==> src/rtl/uart_shift_register.sv <==
// ---------------------------------------------------------------------------
// uart_shift_register
//
// Shift register with a frame controller for the UART datapath. One instance
// serialises a parallel word (transmit) or deserialises a bit stream
// (receive). A frame of WORD_LENGTH bits is started by load and advanced one
// bit per shift_en strobe.
//
// Parameters:
//   WORD_LENGTH : frame width in bits (>= 2)
//   LSB_FIRST   : 1 = shift right, bit 0 first; 0 = shift left, MSB first
//   IDLE_LEVEL  : serial_out level while no frame is active
//
// Ports:
//   clk        : clock, rising edge
//   reset      : asynchronous clear, active-low
//   sync_reset : synchronous clear, active-high
//   load       : start a frame, capturing data_in (accepted in IDLE only)
//   data_in    : parallel word captured on an accepted load
//   shift_en   : one-cycle strobe advancing one bit (honoured in SHIFT only)
//   serial_in  : bit inserted at the far end on each shift
//   serial_out : current output bit (IDLE_LEVEL while idle)
//   data_out   : shift register contents
//   bit_count  : bits shifted in the current frame
//   busy       : frame in progress
//   done       : one-cycle pulse after the final shift
// ---------------------------------------------------------------------------
module uart_shift_register #(
    parameter int   WORD_LENGTH = 8,
    parameter bit   LSB_FIRST   = 1'b1,
    parameter logic IDLE_LEVEL  = 1'b1,
    localparam int  CW          = $clog2(WORD_LENGTH + 1)
) (
    input  logic                   clk,
    input  logic                   reset,
    input  logic                   sync_reset,
    input  logic                   load,
    input  logic [WORD_LENGTH-1:0] data_in,
    input  logic                   shift_en,
    input  logic                   serial_in,
    output logic                   serial_out,
    output logic [WORD_LENGTH-1:0] data_out,
    output logic [CW-1:0]          bit_count,
    output logic                   busy,
    output logic                   done
);

    typedef enum logic [0:0] {
        ST_IDLE  = 1'b0,
        ST_SHIFT = 1'b1
    } state_t;

    state_t                 state_r;
    state_t                 state_s;
    logic [WORD_LENGTH-1:0] shreg_r;
    logic [WORD_LENGTH-1:0] shreg_s;
    logic [CW-1:0]          count_r;
    logic [CW-1:0]          count_s;
    logic                   done_r;
    logic                   done_s;

    // State, datapath and done flops; asynchronous clear to reset values.
    always_ff @(posedge clk or negedge reset) begin
        if (!reset) begin
            state_r <= ST_IDLE;
            shreg_r <= {WORD_LENGTH{1'b0}};
            count_r <= {CW{1'b0}};
            done_r  <= 1'b0;
        end else begin
            state_r <= state_s;
            shreg_r <= shreg_s;
            count_r <= count_s;
            done_r  <= done_s;
        end
    end

    // Next-state and datapath update; sync_reset overrides any frame action.
    always_comb begin
        state_s = state_r;
        shreg_s = shreg_r;
        count_s = count_r;
        done_s  = 1'b0;
        if (sync_reset) begin
            state_s = ST_IDLE;
            shreg_s = {WORD_LENGTH{1'b0}};
            count_s = {CW{1'b0}};
        end else begin
            case (state_r)
                ST_IDLE: begin
                    // shift_en is deliberately ignored here, even alongside load.
                    if (load) begin
                        shreg_s = data_in;
                        count_s = {CW{1'b0}};
                        state_s = ST_SHIFT;
                    end else begin
                        state_s = ST_IDLE;
                    end
                end
                ST_SHIFT: begin
                    if (shift_en) begin
                        if (LSB_FIRST) begin
                            shreg_s = {serial_in, shreg_r[WORD_LENGTH-1:1]};
                        end else begin
                            shreg_s = {shreg_r[WORD_LENGTH-2:0], serial_in};
                        end
                        count_s = count_r + CW'(1);
                        // Last bit of the frame: leave SHIFT and pulse done.
                        if (count_r == CW'(WORD_LENGTH - 1)) begin
                            state_s = ST_IDLE;
                            done_s  = 1'b1;
                        end else begin
                            state_s = ST_SHIFT;
                        end
                    end else begin
                        state_s = ST_SHIFT;
                    end
                end
                default: begin
                    state_s = ST_IDLE;
                end
            endcase
        end
    end

    // Output bit: the end of the register facing the line, idle level otherwise.
    always_comb begin
        serial_out = IDLE_LEVEL;
        if (state_r == ST_SHIFT) begin
            if (LSB_FIRST) begin
                serial_out = shreg_r[0];
            end else begin
                serial_out = shreg_r[WORD_LENGTH-1];
            end
        end else begin
            serial_out = IDLE_LEVEL;
        end
    end

    assign busy      = (state_r == ST_SHIFT);
    assign done      = done_r;
    assign data_out  = shreg_r;
    assign bit_count = count_r;

endmodule

==> config.mk <==
export PLATFORM = sky130hd
export DESIGN_NAME = uart_shift_register
export DESIGN_NICKNAME = d
export VERILOG_FILES = /design/src/rtl/uart_shift_register.sv
export SDC_FILE = /design/constraint.sdc
export NUM_CORES = 1
export LEC_CHECK = 0
export CAP_MARGIN = 5
export CELL_PAD_IN_SITES_DETAIL_PLACEMENT = 1
export CELL_PAD_IN_SITES_GLOBAL_PLACEMENT = 2
export CORE_UTILIZATION = 28
export DETAILED_ROUTE_END_ITERATION = 10
export GPL_ROUTABILITY_DRIVEN = 0
export PLACE_DENSITY_LB_ADDON = 0.1
export REMOVE_ABC_BUFFERS = 1
export SYNTH_ARGS = -nofsm -noshare
export SYNTH_HDL_FRONTEND = slang
export SYNTH_SLANG_ARGS = --single-unit
==> constraint.sdc <==
create_clock -name clk -period 1.9 [get_ports clk]
set_input_delay 0.57 -clock clk [delete_from_list [all_inputs] [get_ports clk]]
set_output_delay 0.57 -clock clk [all_outputs]
set_load 0.02 [all_outputs]
-- After elaboration in Yosys (flattened, before gate mapping)
Index checks and enable logic that the tools add are counted.
- add/subtract/negate cells: 1
- equal/unequal tests: 3
- muxes and demuxes: 18
- bitwise operators: 1
- reduce and logical (&&, ||, !) cells: 1
- operators by type and width (cell ; count):
    $mux 8 ; 3
    $pmux 8 s2 ; 1
    $mux 4 ; 3
    $mux 1 ; 9
    $pmux 4 s2 ; 1
    $ne 3x3->1 const B ; 2
    $add 4x1->4 const B ; 1
    $eq 4x3->1 const B ; 1
    $pmux 1 s2 ; 1
    $reduce_and 2->1 ; 1
    $not 1->1 ; 1
- flip-flop bits (word level): 14
- input bits: 14
- output and inout port bits: 15

-- Longest topological paths before layout
Gate-level depths: netlist (run 1).
- depth in word-level cells: 5
- mapped depth: 5
- mapped depth without buffers: 4

-- Worst setup path after synthesis (run 1)
No wires, ideal clock.
- kind: register to output
- start: reg state_r (netlist: busy)
- end: out serial_out
- arrival time: 0.978 ns
- data required time: 1.330 ns
- path slack: 0.352 ns
- cell stages (with the launch flop): 4
- path buffers: 2
- cell sequence: dfrtp_1 buf_6 buf_2 nand2b_1
- cells in the longest elaborated chain, start to end: 1
- ends and longest elaborated chain (item ; RTL line ; RTL):
    start: declaration ; 53 ; state_t state_r;
    start signal: assignment ; 70 ; state_r <= state_s;
    $mux 1 ; 128 ; if (state_r == ST_SHIFT) begin
    end: declaration ; 41 ; output logic serial_out,
No other way between the ends.

-- Worst setup path in the final report (run 1)
- start: reg shreg_r[7] (netlist: data_out[7])
- end: out data_out[7]
- RTL lines (item ; RTL line ; RTL):
    start: declaration ; 55 ; logic [WORD_LENGTH-1:0] shreg_r;
    start signal: assignment ; 66 ; shreg_r <= {WORD_LENGTH{1'b0}};
    start signal: assignment ; 71 ; shreg_r <= shreg_s;
    end: declaration ; 42 ; output logic [WORD_LENGTH-1:0] data_out,
No word-level cell between the ends.

==> metrics.md, run 1 <==
| Metric | Value |
|---|---|
| Synthesized instance count | `69` |
| Postcts setup bufs | `0` |
| Fin nets | `118` |
| Worst setup path end | `data_out[7]` |
| Min Hold Slack | `0.5600 ns` |
| Antenna diodes | `0` |
| CTS tree | `built` |
| Clock Sinks | `14` |
| Remaining Overflow, GRT | `0` |
| Core area | `0.002545 sq mm` |
| Critical path's slowest cell | `clkdlybuf4s50_1` |
| Cell with the most instances after synthesis | `dfrtp_1` |
| Area leader, netlist | `dfrtp_1` |
| Clock Latency Late Sink | `0.28 ns` |
| Worst reg2reg path depth | `4` |
| Top cells by count, synth | `14 x dfrtp_1, 11 x nor2_1, 8 x a211oi_2, 8 x mux2i_1` |
| Detailed-route via count | `665` |
| Site Rows | `18` |
| Setup slack, reg-to-reg | `0.49 ns` |
| Top cells by area, synth | `dfrtp_1 45%, a211oi_2 13%, mux2i_1 10%` |
| Total Power | `741.3 uW` |
| CP endpoint kind | `output pin` |
| Max VDD drop | `292.5 uV` |
| Ys async rst share | `1.000` |
| Final cycle utilization of the critical path | `0.9736` |
| Clk slew on worst S/H paths | `0.09 ns` |
| Post-synthesis cell type count | `25` |
| Ys Warns | `0` |
| Port Buf Inserts | `28` |
| Reg2reg end | `bit_count[1]` |
| Detailed Routing Iterations Pass 1 | `4` |
| Clock Tree Root | `clkbuf_4` |
| First-pass GRT wire length | `2967 microns` |
| Synth top area share | `0.4523` |
| #FFs+latches synth | `14` |
| Initial core utilization | `0.3043` |
| RSZ-0062 raised after global routing | `no` |
| PD cells | `645.4 mW/mm^2` |
| WP data required | `1.33 ns` |
| I/O pins | `29` |
| WL final | `1808 microns` |
| Crit start category | `flop` |
| CP Depth | `1` |
| Synth Cell Area | `774.5 sq um` |
| Critical R2R Launch | `busy` |
| Initial antenna violation count | `0` |
| Crit-path max FO | `3` |
| Final setup fails | `0` |
| Worst path bufs/invs | `1` |
| Max-cap check violation count | `0` |
| Clk buf depth | `2` |
| Area grow syn2layout | `48.30%` |
| Max H-tree Level | `1` |
| Share of cells above drive strength 1 | `0.2059` |
| Hold Fails Final Rpt | `0` |
| DRT iter0 DRCs | `14` |
| DP HPWL | `1369 microns` |
| Clock Skews | `0.003757 ns` |
| Tmin final | `1.850 ns` |
| Post-Place Cells | `128` |
| Worst hold path class | `reg2reg` |
| Crit path from | `data_out[7]` |
| Final Non-Filler Cells | `132` |
| Die Ht | `54.60 microns` |
| Post-synth EDFFs | `0` |
| TritonCTS Buffers | `3` |
| Status | `finished clean` |
| Leak | `0.0006035 uW` |
| Syn avg cell area | `11.22 sq um` |
| Final worst slack | `0.05012 ns` |
| CP Class | `reg2out` |
| Setup TNS Final | `0 ns` |
| GR Util All Layers | `0.1423` |
| DRC viols | `0` |
| Max-slew violation count | `0` |
| Top delay family on crit path | `buffers and inverters` |
| Vias per cell | `5.038` |
| Vias in the first global route | `661` |
| Worst-Margin Slew | `0.2883 ns` |
| Dpl ws | `0.1282 ns` |
| Die width | `54.60 microns` |
| Critical path arrival | `1.28 ns` |
| Die Footprint | `0.002981 sq mm` |
| Antenna Nets Post-Route | `0` |
| Maximum clock frequency | `0.5406 GHz` |
| Max_slew headroom | `0.8072` |
| Crit path largest cell delay | `0.62 ns` |
| Register area share after synthesis | `0.4523` |
| CP cell instances | `clkdlybuf4s50_1` |
| Synth Flop Type | `dfrtp_1` |
| Largest net degree at the start of global routing | `19` |
| Drt wl/cell | `13.70 microns` |
## per-stage QoR
step	utilization	instance area [sq um]
final	0.4513	1149
after global routing	0.4513	1149
after CTS	0.4435	1129
after detailed placement	0.4312	1097
after global placement	0.4312	1097
after floorplan	-	734.5
## report_power, final
part           total, uW  switching (uW)  internal, uW
registers            331            15.4           316
clock network        218             101           117
logic                192            96.7          95.3
total                741             213           528
## logic make-up (layout without fill, tap and decap cells)
kind of cell | Yosys count | count (layout) | share of synthesized area
adder cells (fa/ha/maj) | 1 | 1 | 0.01615
AO/OA/AOI/OAI | 12 | 12 | 0.1729
buffers and inverters | 6 | 39 | 0.05653
XOR/XNOR | 1 | 1 | 0.01131
flip-flops | 14 | 14 | 0.4523
AND/OR/NAND/NOR | 26 | 26 | 0.1680
multiplexers | 9 | 9 | 0.1228
## registers in the layout (all words and copies together), names as in the netlist
register	count
busy	1
done	1
bit_count	4
data_out	8
## area by class of cell
cell class | count | area, sq um
Clock buffer | 4 | 36.28
Fill cell | 298 | 1396
Inverter | 1 | 3.754
Tap cell | 30 | 37.54
Sequential cell | 14 | 350.3
Timing Repair Buffer | 34 | 340.3
Multi-Input combinational cell | 49 | 380.4
## how the worst min path moves through the flow
stage / startpoint / endpoint / slack, ns / cells after the start
after detailed placement: bit_count[3] / done / 0.55 / 1
final: bit_count[3] / done / 0.56 / 1
after global placement: bit_count[3] / done / 0.56 / 1
after CTS: bit_count[3] / done / 0.56 / 1
after floorplan: reset / bit_count[0] / 0.27 / 0
after global routing: bit_count[3] / done / 0.59 / 1
## routing by layer
layer | GRT usage | part of all wire
met1 | 0.1732 | 0.46
met2 | 0.2410 | 0.48
met3 | 0.05000 | 0.055
met4 | 0.02564 | 0.0077
met5 | 0 | 0
## repair_timing
action                     4_1_cts  5_1_grt
resized for setup                4        8
hold buffers                     0        0
setup endpoints to repair        4        8
## layout by cell type, fill, tap and decap left out
| master | n |
|---|---|
| a211oi_2 | 8 |
| a22oi_1 | 1 |
| a31oi_1 | 1 |
| and3_1 | 1 |
| buf_4 | 6 |
| clkbuf_4 | 3 |
| clkbuf_8 | 1 |
| clkdlybuf4s50_1 | 16 |
| dfrtp_1 | 14 |
| dlygate4sd2_1 | 4 |
| dlymetal6s2s_1 | 8 |
| ha_1 | 1 |
| inv_1 | 1 |
| mux2_4 | 1 |
| mux2i_1 | 8 |
| nand2_1 | 2 |
| nand2b_1 | 2 |
| nand3_1 | 2 |
| nand4_1 | 2 |
| nand4b_1 | 2 |
| nor2_1 | 11 |
| nor2_2 | 1 |
| nor2b_1 | 1 |
| nor3_1 | 2 |
| o21ai_0 | 1 |
| o221ai_2 | 1 |
| xor2_1 | 1 |
Power figures use the tool's default switching activity.
==> run 2, diff against run 1 <==
--- a/config.mk
+++ b/config.mk
@@ -8,11 +8,10 @@
 export CAP_MARGIN = 5
 export CELL_PAD_IN_SITES_DETAIL_PLACEMENT = 1
 export CELL_PAD_IN_SITES_GLOBAL_PLACEMENT = 2
-export CORE_UTILIZATION = 28
+export CORE_UTILIZATION = 26
 export DETAILED_ROUTE_END_ITERATION = 10
 export GPL_ROUTABILITY_DRIVEN = 0
 export PLACE_DENSITY_LB_ADDON = 0.1
-export REMOVE_ABC_BUFFERS = 1
 export SYNTH_ARGS = -nofsm -noshare
 export SYNTH_HDL_FRONTEND = slang
 export SYNTH_SLANG_ARGS = --single-unit
==> constraint.sdc (replaced) <==
create_clock -name clk -period 2 [get_ports clk]
set_input_delay 0.6 -clock clk [delete_from_list [all_inputs] [get_ports clk]]
set_output_delay 0.6 -clock clk [all_outputs]
set_load 0.02 [all_outputs]
==> run 2 against run 1 <==
Final cell count up 0.76%. Design area down 0.65%. Non-clock buffer count unchanged. Total power down 3.3%. Sequential cell count unchanged. Critical endpoint is now bit_count[2]. Clock skew up 0.0037 ns. Register-to-register slack better by 0.04 ns. Worst hold slack better by 0.0054 ns. Utilization down 4.1 points. First-iteration DRC count down 71%.
==> metrics.md, run 2 (same netlist as run 1, synthesis figures left out) <==
| Metric | Value |
|---|---|
| Status | `finished clean` |
| DRT iter0 DRCs | `4 (-10)` |
| TritonCTS Buffers | `3 (unchanged)` |
| Largest register FFs | `8 (unchanged)` |
| Share of cells above drive strength 1 | `0.2059 (unchanged)` |
| Max_slew headroom | `0.8043 (-0.002828)` |
| DP Area | `0.001099 sq mm (+0.11%)` |
| Clk slew on worst S/H paths | `0.09 ns (about the same)` |
| Remaining Overflow, GRT | `0 (unchanged)` |
| Initial antenna violation count | `0 (unchanged)` |
| Clock Skews | `0.007469 ns (+0.003712 ns)` |
| Critical path arrival | `1.35 ns (+0.07 ns)` |
| CP Class | `reg2out` |
| Dpl ws | `0.1789 ns (+0.05068 ns)` |
| Top delay family on crit path | `buffers and inverters` |
| WP data required | `1.40 ns (+0.07 ns)` |
| Final setup fails | `0 (unchanged)` |
| CP endpoint kind | `output pin` |
| Crit path largest cell delay | `0.63 ns (about the same)` |
| Clock Tree Root | `clkbuf_4` |
| Fillers | `317 (+6.4%)` |
| DP HPWL | `1445 microns (+5.6%)` |
| Antenna Nets Post-Route | `0 (unchanged)` |
| Hold Fails Final Rpt | `0 (unchanged)` |
| Die Ht | `56.58 microns (+3.6%)` |
| Vias per cell | `5.038 (about the same)` |
| GR Util All Layers | `0.1328 (-0.009527)` |
| Antenna diodes | `0 (unchanged)` |
| Hold-fix buffers, CTS | `0 (unchanged)` |
| Clk buf depth | `2 (unchanged)` |
| Max-slew violation count | `0 (unchanged)` |
| Worst hold path class | `reg2reg` |
| First-pass GRT wire length | `3353 microns (+13%)` |
| Maximum clock frequency | `0.5134 GHz` |
| Clock Latency Late Sink | `0.28 ns (about the same)` |
| Detailed-route via count | `670 (+0.75%)` |
| RSZ-0062 raised after global routing | `no` |
| Core area | `0.002781 sq mm (+9.3%)` |
| DRC viols | `0 (unchanged)` |
| Detailed Routing Iterations Pass 1 | `3 (-1)` |
| Tmin final | `1.948 ns` |
| Port Buf Inserts | `28 (unchanged)` |
| Fin nets | `118 (unchanged)` |
| I/O pins | `29 (unchanged)` |
| Die Footprint | `0.003201 sq mm (+7.4%)` |
| Drt wl/cell | `14.87 microns (+8.6%)` |
| Crit start category | `flop` |
| Synth Net Count | `84` |
| Crit-path max FO | `6 (+3)` |
| Leak | `0.0005188 uW (-14%)` |
| Clock Sinks | `14 (unchanged)` |
| CP cell instances | `clkdlybuf4s50_1` |
| Die width | `56.58 microns (+3.6%)` |
| Fin area | `0.001141 sq mm (-0.65%)` |
| Commonest non-fill, non-tap cell in the layout | `clkdlybuf4s50_1` |
| Worst path bufs/invs | `1 (unchanged)` |
| Max H-tree Level | `1 (unchanged)` |
| Worst-Margin Slew | `0.2926 ns (+0.004228 ns)` |
| Vias in the first global route | `708 (+7.1%)` |
| Highest-count cells in the layout ignoring fill and taps | `24 x clkdlybuf4s50_1, 14 x dfrtp_1, 11 x nor2_1` |
| Max-cap check violation count | `0 (unchanged)` |
| Largest net degree at the start of global routing | `19 (unchanged)` |
| Critical path's slowest cell | `clkdlybuf4s50_1` |
| Site Rows | `19 (+1)` |
| Total Power | `716.6 uW (-3.3%)` |
| Max VDD drop | `289.7 uV (-0.97%)` |
| Final design utilization | `0.4103 (-0.04107)` |
| CTS tree | `built` |
| Final worst slack | `0.05203 ns (+0.001902 ns)` |
| Final cycle utilization of the critical path | `0.9740` |
| WL final | `1978 microns (+9.4%)` |
| Postcts setup bufs | `0 (unchanged)` |
| Area grow syn2layout | `47.33%` |
| Initial core utilization | `0.2785 (-0.02587)` |
| PD cells | `628.0 mW/mm^2 (-2.7%)` |
| Setup TNS Final | `0 ns (unchanged)` |
==> run 2: layout make-up <==
type / instances / area [sq um] / area share
multi-input combinational: 49 / 380.4 / 0.3333
sequential: 14 / 350.3 / 0.3070
timing repair buffer: 34 / 331.6 / 0.2906
tap: 31 / 38.79 / 0.03399
clock buffer: 4 / 36.28 / 0.03180
inverter: 1 / 3.754 / 0.003289
==> run 2: timing repair <==
action                                  CTS  global route
gates cloned                              0             0
gates resized for setup                   1             3
endpoints found under the hold margin     0             0
endpoints found under the setup margin    1             3
==> run 2: per-layer routing <==
| metal | share of wire | vias up | GRT usage |
|---|---|---|---|
| met5 | 0 | - | 0 |
| met4 | 0.0066 | 0 | 0.04181 |
| met3 | 0.037 | 2 | 0.02074 |
| met2 | 0.49 | 15 | 0.2252 |
| met1 | 0.46 | 336 | 0.1720 |
| li1 | - | 317 | - |
==> run 2: report_power, final <==
part           switching (uW)  total (uW)  internal, uW
Combinational            92.9         186          93.4
Sequential               16.0         316           300
Clock                     103         214           111
==> run 2: per-stage QoR <==
step	std cells	hold slack, ns
after floorplan	69	0.3044
after global placement	129	0.5406
after detailed placement	129	0.5493
after CTS	133	0.5676
after global routing	133	0.5806
final	133	0.5654
==> run 2: final timing paths <==
check | from | end | slack (ns) | cells after the start
worst max-delay path | bit_count[2] | bit_count[2] | 0.05 | 1
worst min-delay path | bit_count[3] | done | 0.57 | 1
worst max register to register | busy | bit_count[1] | 0.53 | 4
worst min register to register | bit_count[3] | done | 0.57 | 1
max in group asynchronous | reset | done | 1.21 | 2
min in group asynchronous | reset | data_out[6] | 0.61 | 2
==> run 2: worst register-to-register path, delay by kind of cell, from the launching register on <==
family	cells	cell delay, ns
flip-flops	1	0.43
buffers and inverters	1	0.25
AND/OR/NAND/NOR	1	0.13
AO/OA/AOI/OAI	1	0.17
multiplexers	1	0.43
